===== config.mk =====
export PLATFORM = sky130hd
export DESIGN_NAME = display_scan_driver
export DESIGN_NICKNAME = d
export VERILOG_FILES = /design/src/rtl/display_scan_driver.sv
export SDC_FILE = /design/constraint.sdc
export NUM_CORES = 1
export LEC_CHECK = 0
export BUFFER_PORTS_ARGS = -buffer_cell sky130_fd_sc_hd__buf_4
export CAP_MARGIN = 15
export CORE_UTILIZATION = 50
export DETAILED_ROUTE_END_ITERATION = 10
export PLACE_DENSITY = 0.74
export SLEW_MARGIN = 25
export SYNTH_ARGS = -nofsm -noshare
export SYNTH_HDL_FRONTEND = slang
export SYNTH_SLANG_ARGS = --single-unit
export TNS_END_PERCENT = 10

===== constraint.sdc =====
create_clock -name clk -period 2.8 [get_ports clk]
set_input_delay 0.14 -clock clk [delete_from_list [all_inputs] [get_ports clk]]
set_output_delay 0.14 -clock clk [all_outputs]
set_load 0.05 [all_outputs]

===== src/rtl/display_scan_driver.sv =====
// Multiplexed 8-digit hex display scanner with frame-aligned shadow capture.
// Define DISPLAY_SCAN_DRIVER_GHOST_BLANK_EN to blank the first quarter of each digit slot.
module display_scan_driver #(
    parameter int unsigned DIV_W = 16
) (
    input  logic        clk,
    input  logic        rst,
    input  logic [31:0] disp,
    input  logic [7:0]  disp_en,
    input  logic [7:0]  disp_dot,
    output logic [7:0]  an_n,
    output logic [6:0]  seg_n,
    output logic        dot_n
);

    localparam int unsigned IDX_W  = 3;
    localparam int unsigned N_DIG  = 8;
    localparam int unsigned NIB_W  = 4;
    localparam int unsigned SEG_W  = 7;
    localparam int unsigned DATA_W = N_DIG * NIB_W;

    localparam logic [DIV_W-1:0] CNT_MAX   = '1;
    localparam logic [N_DIG-1:0] AN_BLANK  = '1;
    localparam logic [SEG_W-1:0] SEG_BLANK = '1;

    logic [DIV_W-1:0]  cnt;
    logic [IDX_W-1:0]  idx;
    logic [DATA_W-1:0] shadow_disp;
    logic [N_DIG-1:0]  shadow_en;
    logic [N_DIG-1:0]  shadow_dot;

    logic [NIB_W-1:0]  nib_c;
    logic              blank_c;
    logic              load_c;
    logic [N_DIG-1:0]  an_next_c;
    logic [SEG_W-1:0]  seg_next_c;
    logic              dot_next_c;

    // Active-low segment pattern, bit 0 = a ... bit 6 = g.
    function automatic logic [SEG_W-1:0] hex_to_seg(input logic [NIB_W-1:0] nib);
        case (nib)
            4'h0:    return 7'b1000000;
            4'h1:    return 7'b1111001;
            4'h2:    return 7'b0100100;
            4'h3:    return 7'b0110000;
            4'h4:    return 7'b0011001;
            4'h5:    return 7'b0010010;
            4'h6:    return 7'b0000010;
            4'h7:    return 7'b1111000;
            4'h8:    return 7'b0000000;
            4'h9:    return 7'b0010000;
            4'hA:    return 7'b0001000;
            4'hB:    return 7'b0000011;
            4'hC:    return 7'b1000110;
            4'hD:    return 7'b0100001;
            4'hE:    return 7'b0000110;
            default: return 7'b0001110;
        endcase
    endfunction

    // Next output pattern from the current slot; only shadow data reaches the pins.
    always_comb begin
        nib_c      = shadow_disp[{idx, 2'b00} +: NIB_W];
        load_c     = (idx == '0) && (cnt == '0);
`ifdef DISPLAY_SCAN_DRIVER_GHOST_BLANK_EN
        blank_c    = !shadow_en[idx] || (cnt < (DIV_W'(1) << (DIV_W - 2)));
`else
        blank_c    = !shadow_en[idx];
`endif
        an_next_c  = AN_BLANK;
        seg_next_c = SEG_BLANK;
        dot_next_c = 1'b1;
        if (!blank_c) begin
            an_next_c  = ~(N_DIG'(1) << idx);
            seg_next_c = hex_to_seg(nib_c);
            dot_next_c = ~shadow_dot[idx];
        end
    end

    always_ff @(posedge clk) begin
        if (rst) begin
            cnt         <= '0;
            idx         <= '0;
            shadow_disp <= '0;
            shadow_en   <= '0;
            shadow_dot  <= '0;
            an_n        <= AN_BLANK;
            seg_n       <= SEG_BLANK;
            dot_n       <= 1'b1;
        end else begin
            cnt <= cnt + DIV_W'(1);
            if (cnt == CNT_MAX) begin
                idx <= idx + IDX_W'(1);
            end
            // Frame-aligned capture keeps a whole scan on one consistent snapshot.
            if (load_c) begin
                shadow_disp <= disp;
                shadow_en   <= disp_en;
                shadow_dot  <= disp_dot;
            end
            an_n  <= an_next_c;
            seg_n <= seg_next_c;
            dot_n <= dot_next_c;
        end
    end

endmodule


### Word-level counts from Yosys, hierarchy flattened

Memories as Yosys holds them, arrays and structs flattened. A register that Yosys moved wholly into a read port is not among the register bits.
Cells that the tools add are included.

* $add $sub $neg: 2
* $mul: 0
* div/mod/pow operators: 0
* order comparisons: 1
* equal/unequal tests: 1
* shift operators: 2
* mux-type cells: 4
* bitwise gates (word level): 3
* reduce and logical (&&, ||, !) cells: 4

Operator list (number)
* $shiftx 32x6->4: 1
* $add 16x1->16 const B: 1
* $eq 16x16->1 const B: 1
* $logic_not 16->1: 1
* $not 8->8: 1
* $shl 1x3->8 const A: 1
* $bmux 1 s3: 2
* $lt 3x4->1 const B: 1
* $add 3x1->3 const B: 1
* $logic_not 3->1: 1
* $mux 1: 2
* $not 1->1: 2
* $reduce_or 2->1: 1
* $logic_and 1x1->1: 1

* register bits after elaboration: 76
* bits in latches: 0
* bits in writable memories: 0
* bits in read-only memories: 112
* input bits: 50
* output and inout bits: 16
* logic and storage cells: 25
* memories kept: 1

Memories
* (no name shown): depth 16, width 7, read ports 1, clocked after Yosys merged registers in 1, write ports 0, RTL line 41 `case (nib)`

### Logic depth before layout (Yosys ltp)

Gate-level depths: netlist (run 1).

* depth in word-level cells: 4
* gate-level depth with buffers: 10

### Worst setup path before layout (run 1)

Ideal clock, no wire load.

* path kind: flip-flop to flip-flop
* start: register idx[0]
* end: register seg_n[3]
* library setup time: 0.069 ns
* arrival: 2.091 ns
* slack: 0.640 ns
* cell stages (with the launch flop): 10
* path buffers: 2
* period minus slack after synthesis: 2.160 ns
* path through: dfxtp_1 > buf_6 > buf_12 > mux4_2 > mux2_4 > inv_1 > ha_1 > nor3_1 > a211oi_1 > o21ai_1

* cells in the longest elaborated chain, start to end: 4

RTL lines
* start: declaration: RTL line 27 `logic [IDX_W-1:0] idx;`
* start signal: assignment: RTL line 93 `idx <= idx + IDX_W'(1);`
* parallel branches: the longest is 4 deep, another holds $shiftx 32x6->4
* end: declaration: RTL line 12 `output logic [6:0] seg_n,`

Several ways; the timed one is not identified. The select of a mux whose other input is x is not followed.
A chain may end at the register's enable or synchronous reset.

### Final worst setup path (run 1)

Ends and elaborated chain as after synthesis.

==> flow_summary.json, run 1 <==
{
  "syn-cell-area_um2": 3620,
  "max_cap_viol_count": 0,
  "numCtsBuffers": 9,
  "via_per_inst": 5.13,
  "cts.htree.levels": 3,
  "hold_viol_final": 0,
  "multi_input_area_um2": 1780,
  "max_stage_delay_ps": 650,
  "start_kind": "flip-flop",
  "antenna_cells": 0,
  "path_clk_slew_ps": 80,
  "routed_wl_um": 7220,
  "synthCells": 409,
  "peakVddDrop_uv": 356,
  "track_usage_pct": 20.3,
  "core_area_um2": 6910,
  "rsz0062_at_grt": "no",
  "rows": 30,
  "synthSimpleGateAreaFrac_pct": 20.6,
  "hpwlAfterDp_um": 5020,
  "cts_tree": "built",
  "synth_xor_area_share_pct": 3.15,
  "relSlewSlack_pct": 54.0,
  "place_congestion": 0.910,
  "finalPower_mw": 2.51,
  "initial_utilization_pct": 52.4,
  "drt_iter0_drc": 171,
  "grt_max_degree": 71,
  "clk_latency_ps": 340,
  "crit_family": "multiplexers",
  "run_status": "complete, no violations",
  "finalSetupViolations": 0,
  "fp.dieW_um": 87.0,
  "utilization_pct": 62.8,
  "ys_seq_area_share_pct": 46.0,
  "fin_nets": 531,
  "drive_gt1_share_pct": 19.7,
  "grt_pass1_wl_um": 11900,
  "crit_top_cell": "nand2_1",
  "yosys_warnings": 0,
  "min_period_ps": 2410,
  "hold_buffers": 0,
  "power_density_nw_per_um2": 578,
  "cp.arrival_ps": 2620,
  "drtPass1Iterations": 5,
  "finalWorstSetupSlack_ps": 389,
  "dieArea_um2": 7580,
  "clock_path_buffers": 2,
  "dieHeight_um": 87.0,
  "ys.flop_type": "dfxtp_1",
  "synthArstFlopShare_pct": 0,
  "io-pin-count": 66,
  "drcViolationCount": 0,
  "num_vias": 2916,
  "clock_sinks": 83,
  "post-route-period-util_pct": 86.1,
  "final.setup.tns_ps": 0,
  "cp_slowest_cell": "mux4_1",
  "max_freq_mhz": 415,
  "pre_cts_ws_ps": 399,
  "ant_nets": 0,
  "cts-root-buf": "clkbuf_8",
  "post_drt_wl_per_cell_um": 12.7,
  "cts-resized-gates": 0,
  "synthMuxAreaShare_pct": 10.2,
  "synth_top_family_by_area": "simple AND/OR/NAND/NOR gates",
  "synth_compound_area_share_pct": 10.4,
  "regArea_um2": 1660,
  "required_ps": 3010,
  "synthAdderAreaFrac_pct": 4.84,
  "fin_hold_ws_ps": 40.2,
  "regToRegSetupSlack_ps": 390,
  "path_cells": "mux4_1 -> nand2_1 -> nand2_1 -> ha_1 -> inv_1 -> nor3_1 -> a211oi_1 -> o21ai_1",
  "synth-seq-cells": 83,
  "synth_edf_count": 0,
  "portBuffers": 65,
  "criticalPathCategory": "reg -> reg",
  "worst_slew_pin_slew_ps": 690,
  "ys_types": 40,
  "end_kind": "flip-flop",
  "post_cts_buffers": 0,
  "path_buf_inv": 1,
  "grt_overflow": 0,
  "fillers": 627,
  "antenna_found_initial": 0,
  "synth_fp_nets": 473,
  "fin_skew_ps": 10.2,
  "holdCritPathClass": "in -> reg",
  "synthToLayoutAreaGrowth_pct": 20.0,
  "p_leak_nw": 1.77,
  "grt_pass1_vias": 2584,
  "avgSynthCellArea_um2": 8.84,
  "worstPathMaxFanout": 9,
  "slew_violations": 0
}
## cells in the mapped netlist (all sizes together), types with 6 or more instances
cell / count / share of area (%)
nand3: 6 / 0.83
nor3: 8 / 1.1
dfxtp: 83 / 46
mux4: 10 / 7.2
ha: 14 / 4.8
xor2: 8 / 1.9
nand2: 119 / 12
clkbuf: 13 / 1.3
buf: 11 / 2.2
a21oi: 53 / 7.4
inv: 10 / 1.0
nor2: 21 / 2.2
mux2i: 7 / 2.0
## state kept, by name, indices dropped and copies added (netlist names)
signal and flops:
cnt 16, seg_n 7, dot_n 1, an_n 8, shadow_dot 8, idx 3, shadow_disp 32, shadow_en 8
## power breakdown
group,internal [mW],switching [mW]
registers,1.26,0.0388
logic,0.155,0.210
clock network,0.416,0.432
## routing by layer
layer,track usage (%),wire length [um]
met5,0,0
met4,11.7,165
met1,27.9,3450
met3,2.94,316
met2,30.7,3290
## cells by family after synthesis
kind of cell,after synthesis
buffers and inverters,35
DFF,83
xor gates and xnor gates,13
and+or+nand+nor,176
muxes,20
AOI/OAI and AO/OA,68
adders and majority gates,14
## worst reg2reg max path, stage by stage, from the launching register on
cell and delay, ps:
dfxtp_1 610, mux4_1 650, nand2_1 90, nand2_1 160, ha_1 300, inv_1 70, nor3_1 50, a211oi_1 250
o21ai_1 90
## placed cells by master, fill, tap and decap left out, types with 2 or more instances in the layout
cell type,Yosys,routed
clkbuf_8,0,9
clkinvlp_4,0,3
xor2_1,8,8
a21oi_1,52,52
nor4_1,2,2
o221ai_1,5,5
mux2i_1,6,6
o21ai_0,3,3
mux2_2,2,2
xnor2_1,5,5
a211oi_1,3,3
and3_1,2,2
and4_1,3,3
buf_4,0,71
nand4_1,5,5
inv_1,10,10
nor2_1,21,21
ha_1,14,14
nand2_1,119,119
mux4_1,9,9
nor2b_1,3,3
or3_1,3,3
dfxtp_1,83,83
nor3_1,8,8
nand3_1,6,6
inv_6,0,2
## stage by stage
| stage | std cells | instance area, um^2 |
|---|---|---|
| 2_1_floorplan | 409 | 3620 |
| 3_3_place_gp | 552 | 4140 |
| 3_5_place_dp | 552 | 4140 |
| 4_1_cts | 568 | 4340 |
| 5_1_grt | 568 | 4340 |
| 6_report | 568 | 4340 |
## final cells by class
type | count | share of cell area [%]
repair buffers | 71 | 12.3
clock inverters | 7 | 1.73
multi-input cells | 291 | 41.1
well taps | 96 | 2.77
inverters | 11 | 0.952
clock buffers | 9 | 2.86
flip-flops and latches | 83 | 38.3
## worst paths after layout
path                  start              to  cells past startpoint
max                  idx[0]        seg_n[3]                      8
min                 disp[7]  shadow_disp[7]                      3
max reg2reg          idx[0]        seg_n[3]                      8
min reg2reg  shadow_disp[4]  shadow_disp[4]                      2
No activity file was read; power rests on OpenSTA's default activity.
==> run 2, diff against run 1 <==
Settings changed: CORE_UTILIZATION 50 to 55, PLACE_DENSITY 0.74 to 0.8.
==> run 2 against run 1 <==
Worst setup slack got worse by 31 ps. Critical path depth fell by 2. Global-route usage rose by 1.9 points. Via count rose by 0.82%. Utilization rose by 5.2 points. Total power rose by 2.4%. Clock power rose by 7.1%. First-iteration DRC count fell by 7.6%. Highest routed layer unchanged. Critical endpoint is now seg_n[6].
==> flow_summary.json, run 2 (synthesis results as in run 1) <==
{
  "run_status": "complete, no violations",
  "antenna_cells": 0,
  "fin_hold_ws_ps": 41.0,
  "path_clk_slew_ps": 80,
  "ant_nets": 0,
  "met1Wirelength_um": 3490,
  "max_freq_mhz": 409,
  "initial_utilization_pct": 56.9,
  "grt_overflow": 0,
  "cts_tree": "built",
  "fp.dieW_um": 83.1,
  "hpwlAfterDp_um": 5130,
  "dieArea_um2": 6900,
  "final_common_cell": "nand2_1",
  "finalPower_mw": 2.57,
  "io-pin-count": 66,
  "hold_buffers": 0,
  "wl_met2_um": 3470,
  "max_cap_viol_count": 0,
  "crit_top_cell": "buf_4",
  "routed_wl_um": 7320,
  "drcViolationCount": 0,
  "wl_met3_um": 253,
  "required_ps": 2990,
  "drt_iter0_drc": 158,
  "criticalPathCategory": "reg -> reg",
  "rsz0062_at_grt": "no",
  "drtPass1Iterations": 4,
  "antenna_found_initial": 0,
  "final.setup.tns_ps": 0,
  "via_per_inst": 5.36,
  "place_congestion": 0.839,
  "num_vias": 2940,
  "grt_max_degree": 71,
  "core_area_um2": 6350,
  "cts-root-buf": "clkbuf_8",
  "fin_nets": 530,
  "max_stage_delay_ps": 610,
  "peakVddDrop_uv": 378,
  "utilization_pct": 68.0,
  "placed_cells": 532,
  "synthToLayoutAreaGrowth_pct": 19.4,
  "cp_slowest_cell": "mux4_1",
  "grt_pass1_vias": 2770,
  "crit_family": "multiplexers",
  "fin_skew_ps": 9.67,
  "dieHeight_um": 83.1,
  "path_cells": "buf_4 -> mux4_1 -> mux2i_2 -> buf_4 -> mux2i_1 -> o221ai_1",
  "numCtsBuffers": 9,
  "p_leak_nw": 1.77,
  "post_drt_wl_per_cell_um": 13.4,
  "finalSetupViolations": 0,
  "top_regs": "shadow_disp: 32 flops, cnt: 16 flops",
  "worst_slew_pin_slew_ps": 705,
  "start_kind": "flip-flop",
  "drive_gt1_share_pct": 19.1,
  "track_usage_pct": 22.3,
  "holdCritPathClass": "in -> reg",
  "cts-resized-gates": 0,
  "relSlewSlack_pct": 53.0,
  "final_cell_count_no_fill": 548,
  "grt_pass1_wl_um": 12500,
  "end_kind": "flip-flop",
  "rows": 29,
  "post_cts_buffers": 0,
  "cts.htree.levels": 3,
  "dr.max_layer_used": "met4",
  "top_register": "shadow_disp",
  "clk_latency_ps": 340,
  "power_density_nw_per_um2": 595,
  "largest_reg_flops": 32,
  "cp.arrival_ps": 2640,
  "post-route-period-util_pct": 87.2,
  "portBuffers": 65,
  "min_period_ps": 2440,
  "worstPathMaxFanout": 9,
  "clock_path_buffers": 2,
  "slew_violations": 0,
  "mostFrequentLayoutCells": "nand2_1, dfxtp_1, buf_4",
  "path_buf_inv": 2,
  "hold_viol_final": 0,
  "clock_sinks": 83
}
-- run 2: layer usage --
metal  track usage [%]  vias up
met5                 0        -
met4              8.78        0
met3              3.98       12
met2              35.5       68
met1              30.0     1360
li1                  -     1500
-- run 2: area by class of cell --
| type | count | area [um^2] |
|---|---|---|
| fill | 519 | 2030 |
| multi-input combinational | 291 | 1780 |
| sequential | 83 | 1660 |
| timing repair buffer | 70 | 526 |
| clock buffer | 11 | 131 |
| tap | 77 | 96.3 |
| clock inverter | 5 | 77.6 |
| inverter | 11 | 41.3 |
-- run 2: worst paths after layout --
kind	startpoint	end	slack (ps)	depth (start not counted)
min reg2reg	shadow_dot[2]	shadow_dot[2]	450	2
min	disp[2]	shadow_disp[2]	40	3
max	idx[0]	seg_n[6]	360	6
max reg2reg	idx[0]	seg_n[6]	360	6
-- run 2: per-stage QoR --
stage	worst slack (ps)	cell area, um^2
finish	357	4320
global route	221	4320
floorplan	640	3620
detailed placement	380	4110
CTS	374	4320
global placement	504	4110
-- run 2: tightest hold or removal path: stages --
cell     delay, ps
buf_4          110
nand2_1         50
a21oi_1         50
-- run 2: report_power, final --
| group | leakage (nW) | switching (mW) | internal, mW |
|---|---|---|---|
| registers | 0.679 | 0.0396 | 1.26 |
| logic | 0.992 | 0.212 | 0.152 |
| clock network | 0.103 | 0.408 | 0.500 |
| total | 1.77 | 0.659 | 1.91 |
==> run 3, diff against run 2 <==
Settings changed: ABC_AREA set to 1, PLACE_DENSITY 0.8 to 0.79.
==> run 3 against run 2 <==
Critical path depth is 4 higher. Worst setup slack better by 270 ps. Global-route usage is 1.1 points higher. Total power is 7.4% higher. Critical path type unchanged. Synthesized cell count is 52% higher. Clock power is 0.7% lower. Count of clock-buffer cells in the layout is 2 lower. Sequential power hardly changed. Fmax is 12% higher. Register-to-register slack better by 270 ps. Critical endpoint is now shadow_disp[8]. Largest power group unchanged. Highest routed layer unchanged. Hold slack worse by 16 ps.
==> flow_summary.json, run 3 <==
{
  "antenna_cells": 0,
  "cts-resized-gates": 0,
  "crit_top_cell": "nor2_1",
  "synthArstFlopShare_pct": 0,
  "fin_nets": 743,
  "regToRegSetupSlack_ps": 620,
  "synth_top_family_by_area": "simple AND/OR/NAND/NOR gates",
  "yosys_warnings": 0,
  "synth_area_leaders": "dfxtp_1, nand2_1, inv_1",
  "rsz0062_at_grt": "no",
  "dieHeight_um": 88.4,
  "max_cap_viol_count": 0,
  "synthToLayoutAreaGrowth_pct": 17.5,
  "track_usage_pct": 23.4,
  "drtPass1Iterations": 5,
  "drcViolationCount": 0,
  "grt_overflow": 0,
  "post_cts_buffers": 0,
  "cts-root-buf": "clkbuf_8",
  "yosysMostFrequentCell": "nand2_1",
  "synthAdderAreaFrac_pct": 4.27,
  "routed_wl_um": 8720,
  "criticalPathCategory": "reg -> reg",
  "num_vias": 3815,
  "place_congestion": 0.911,
  "finalSetupViolations": 0,
  "cp_slowest_cell": "inv_1",
  "synth-seq-cells": 83,
  "portBuffers": 65,
  "largest_reg_flops": 32,
  "drt_iter0_drc": 220,
  "regArea_um2": 1660,
  "worst_slew_pin_slew_ps": 539,
  "synth_edf_count": 0,
  "final_common_cell": "nand2_1",
  "synth_compound_area_share_pct": 10.0,
  "top_register": "shadow_disp",
  "peakVddDrop_uv": 287,
  "power_density_nw_per_um2": 572,
  "multi_input_area_um2": 1820,
  "rr_endpoint": "shadow_disp[8]",
  "cts_tree": "built",
  "pre_cts_ws_ps": 634,
  "grt_max_degree": 63,
  "end_kind": "flip-flop",
  "mostFrequentLayoutCells": "nand2_1, inv_1, dfxtp_1",
  "grt_pass1_vias": 3280,
  "finalWorstSetupSlack_ps": 624,
  "relSlewSlack_pct": 64.0,
  "post_drt_wl_per_cell_um": 11.1,
  "dieArea_um2": 7810,
  "synth_xor_area_share_pct": 0.427,
  "cp.arrival_ps": 2430,
  "hold_buffers": 0,
  "path_clk_slew_ps": 90,
  "core_area_um2": 7210,
  "wl_met3_um": 456,
  "met1Wirelength_um": 4150,
  "grt_pass1_wl_um": 14100,
  "synth_common_cells": "nand2_1, inv_1, dfxtp_1",
  "hold_end": "shadow_dot[0]",
  "min_from": "disp_dot[0]",
  "ys.flop_type": "dfxtp_1",
  "wl_met2_um": 3940,
  "top_regs": "shadow_disp: 32 flops, cnt: 16 flops",
  "drive_gt1_share_pct": 14.0,
  "numCtsBuffers": 9,
  "final.setup.tns_ps": 0,
  "rows": 31,
  "synth_fp_nets": 687,
  "fp.dieW_um": 88.4,
  "start_kind": "flip-flop",
  "holdCritPathClass": "in -> reg",
  "fillers": 662,
  "max_stage_delay_ps": 340,
  "via_per_inst": 4.87,
  "yosysTopAreaCellShare_pct": 40.5,
  "run_status": "complete, no violations",
  "ys_types": 26,
  "r2r-start": "idx[1]",
  "post-route-period-util_pct": 77.7,
  "required_ps": 3050,
  "synthMuxAreaShare_pct": 0,
  "hold_viol_final": 0,
  "initial_utilization_pct": 56.9,
  "max_freq_mhz": 460,
  "syn-cell-area_um2": 4100,
  "path_cells": "inv_1 -> ha_1 -> inv_1 -> nor2_1 -> nand4_1 -> nor2_1 -> nand2_2 -> buf_12 -> o21ai_0 -> nor2_1",
  "synthSimpleGateAreaFrac_pct": 29.6,
  "ant_nets": 0,
  "clock_path_buffers": 2,
  "clock_sinks": 83,
  "utilization_pct": 66.9,
  "avgSynthCellArea_um2": 6.59,
  "worstPathMaxFanout": 62,
  "synthCells": 623,
  "ys_seq_area_share_pct": 40.5,
  "antenna_found_initial": 0,
  "clk_latency_ps": 360,
  "io-pin-count": 66,
  "p_leak_nw": 2.47,
  "synth_top_area_cell": "dfxtp_1",
  "slew_violations": 0,
  "dr.max_layer_used": "met4",
  "fin_skew_ps": 13.4,
  "min_period_ps": 2180,
  "hpwlAfterDp_um": 6240,
  "cts.htree.levels": 3,
  "holdPathStages": 3,
  "r2r_cells": 10
}
==> run 3: changes by cell type in the layout (fill, tap and decap cells not counted), sizes merged, moves of 6 or more <==
cell,previous run,this run
xor2,8,2
nand2,119,137
nor2,21,79
mux2i,7,0
o21ai,4,64
nand3,6,61
a21oi,53,16
mux4,10,0
inv,10,130
==> run 3: final cells by class <==
class | count | area share [%]
multi-input cells | 389 | 37.7
flip-flops and latches | 83 | 34.4
repair buffers | 70 | 11.2
inverters | 126 | 9.81
clock buffers | 9 | 2.57
well taps | 99 | 2.57
clock inverters | 7 | 1.71
==> run 3: worst max path at each step <==
stage | startpoint | endpoint
detailed placement | idx[1] | shadow_disp[8]
CTS | idx[1] | shadow_disp[8]
global placement | idx[1] | shadow_disp[16]
floorplan | idx[1] | shadow_disp[17]
global route | idx[1] | shadow_disp[31]
finish | idx[1] | shadow_disp[8]
==> run 3: per-layer routing <==
layer  track usage (%)  vias to the layer above
li1                  -                     2009
met1              30.9                     1686
met2              37.8                      104
met3              3.64                       16
met4              10.4                        0
met5                 0                        -
==> run 3: metrics by stage <==
step           power, mW  instances  instance area [um^2]  hold WS, ps
6_report            2.76        783                  4820         24.5
5_1_grt             2.92        783                  4820         20.0
4_1_cts             2.78        783                  4820         20.2
3_5_place_dp        1.88        767                  4620          398
3_3_place_gp        1.86        767                  4620          391
2_1_floorplan       1.74        623                  4100          209
==> run 3: cell families after synthesis <==
family	Yosys count
AO/OA/AOI/OAI	81
XOR/XNOR	2
adder cells (fa/ha/maj)	14
buffers and inverters	151
flip-flops	83
AND/OR/NAND/NOR	292
==> run 3: where the power goes <==
group	switching (mW)	internal [mW]	total [mW]
sequential	0.0301	1.28	1.31
combinational	0.344	0.199	0.543
clock	0.474	0.427	0.902
total	0.848	1.91	2.76
==> run 3: critical path, delay by kind of cell, from the launching register on <==
family	cells	cell delay (ps)
AOI/OAI and AO/OA	1	200
adders and majority gates	1	270
buffers and inverters	3	650
DFF	1	320
and+or+nand+nor	5	630
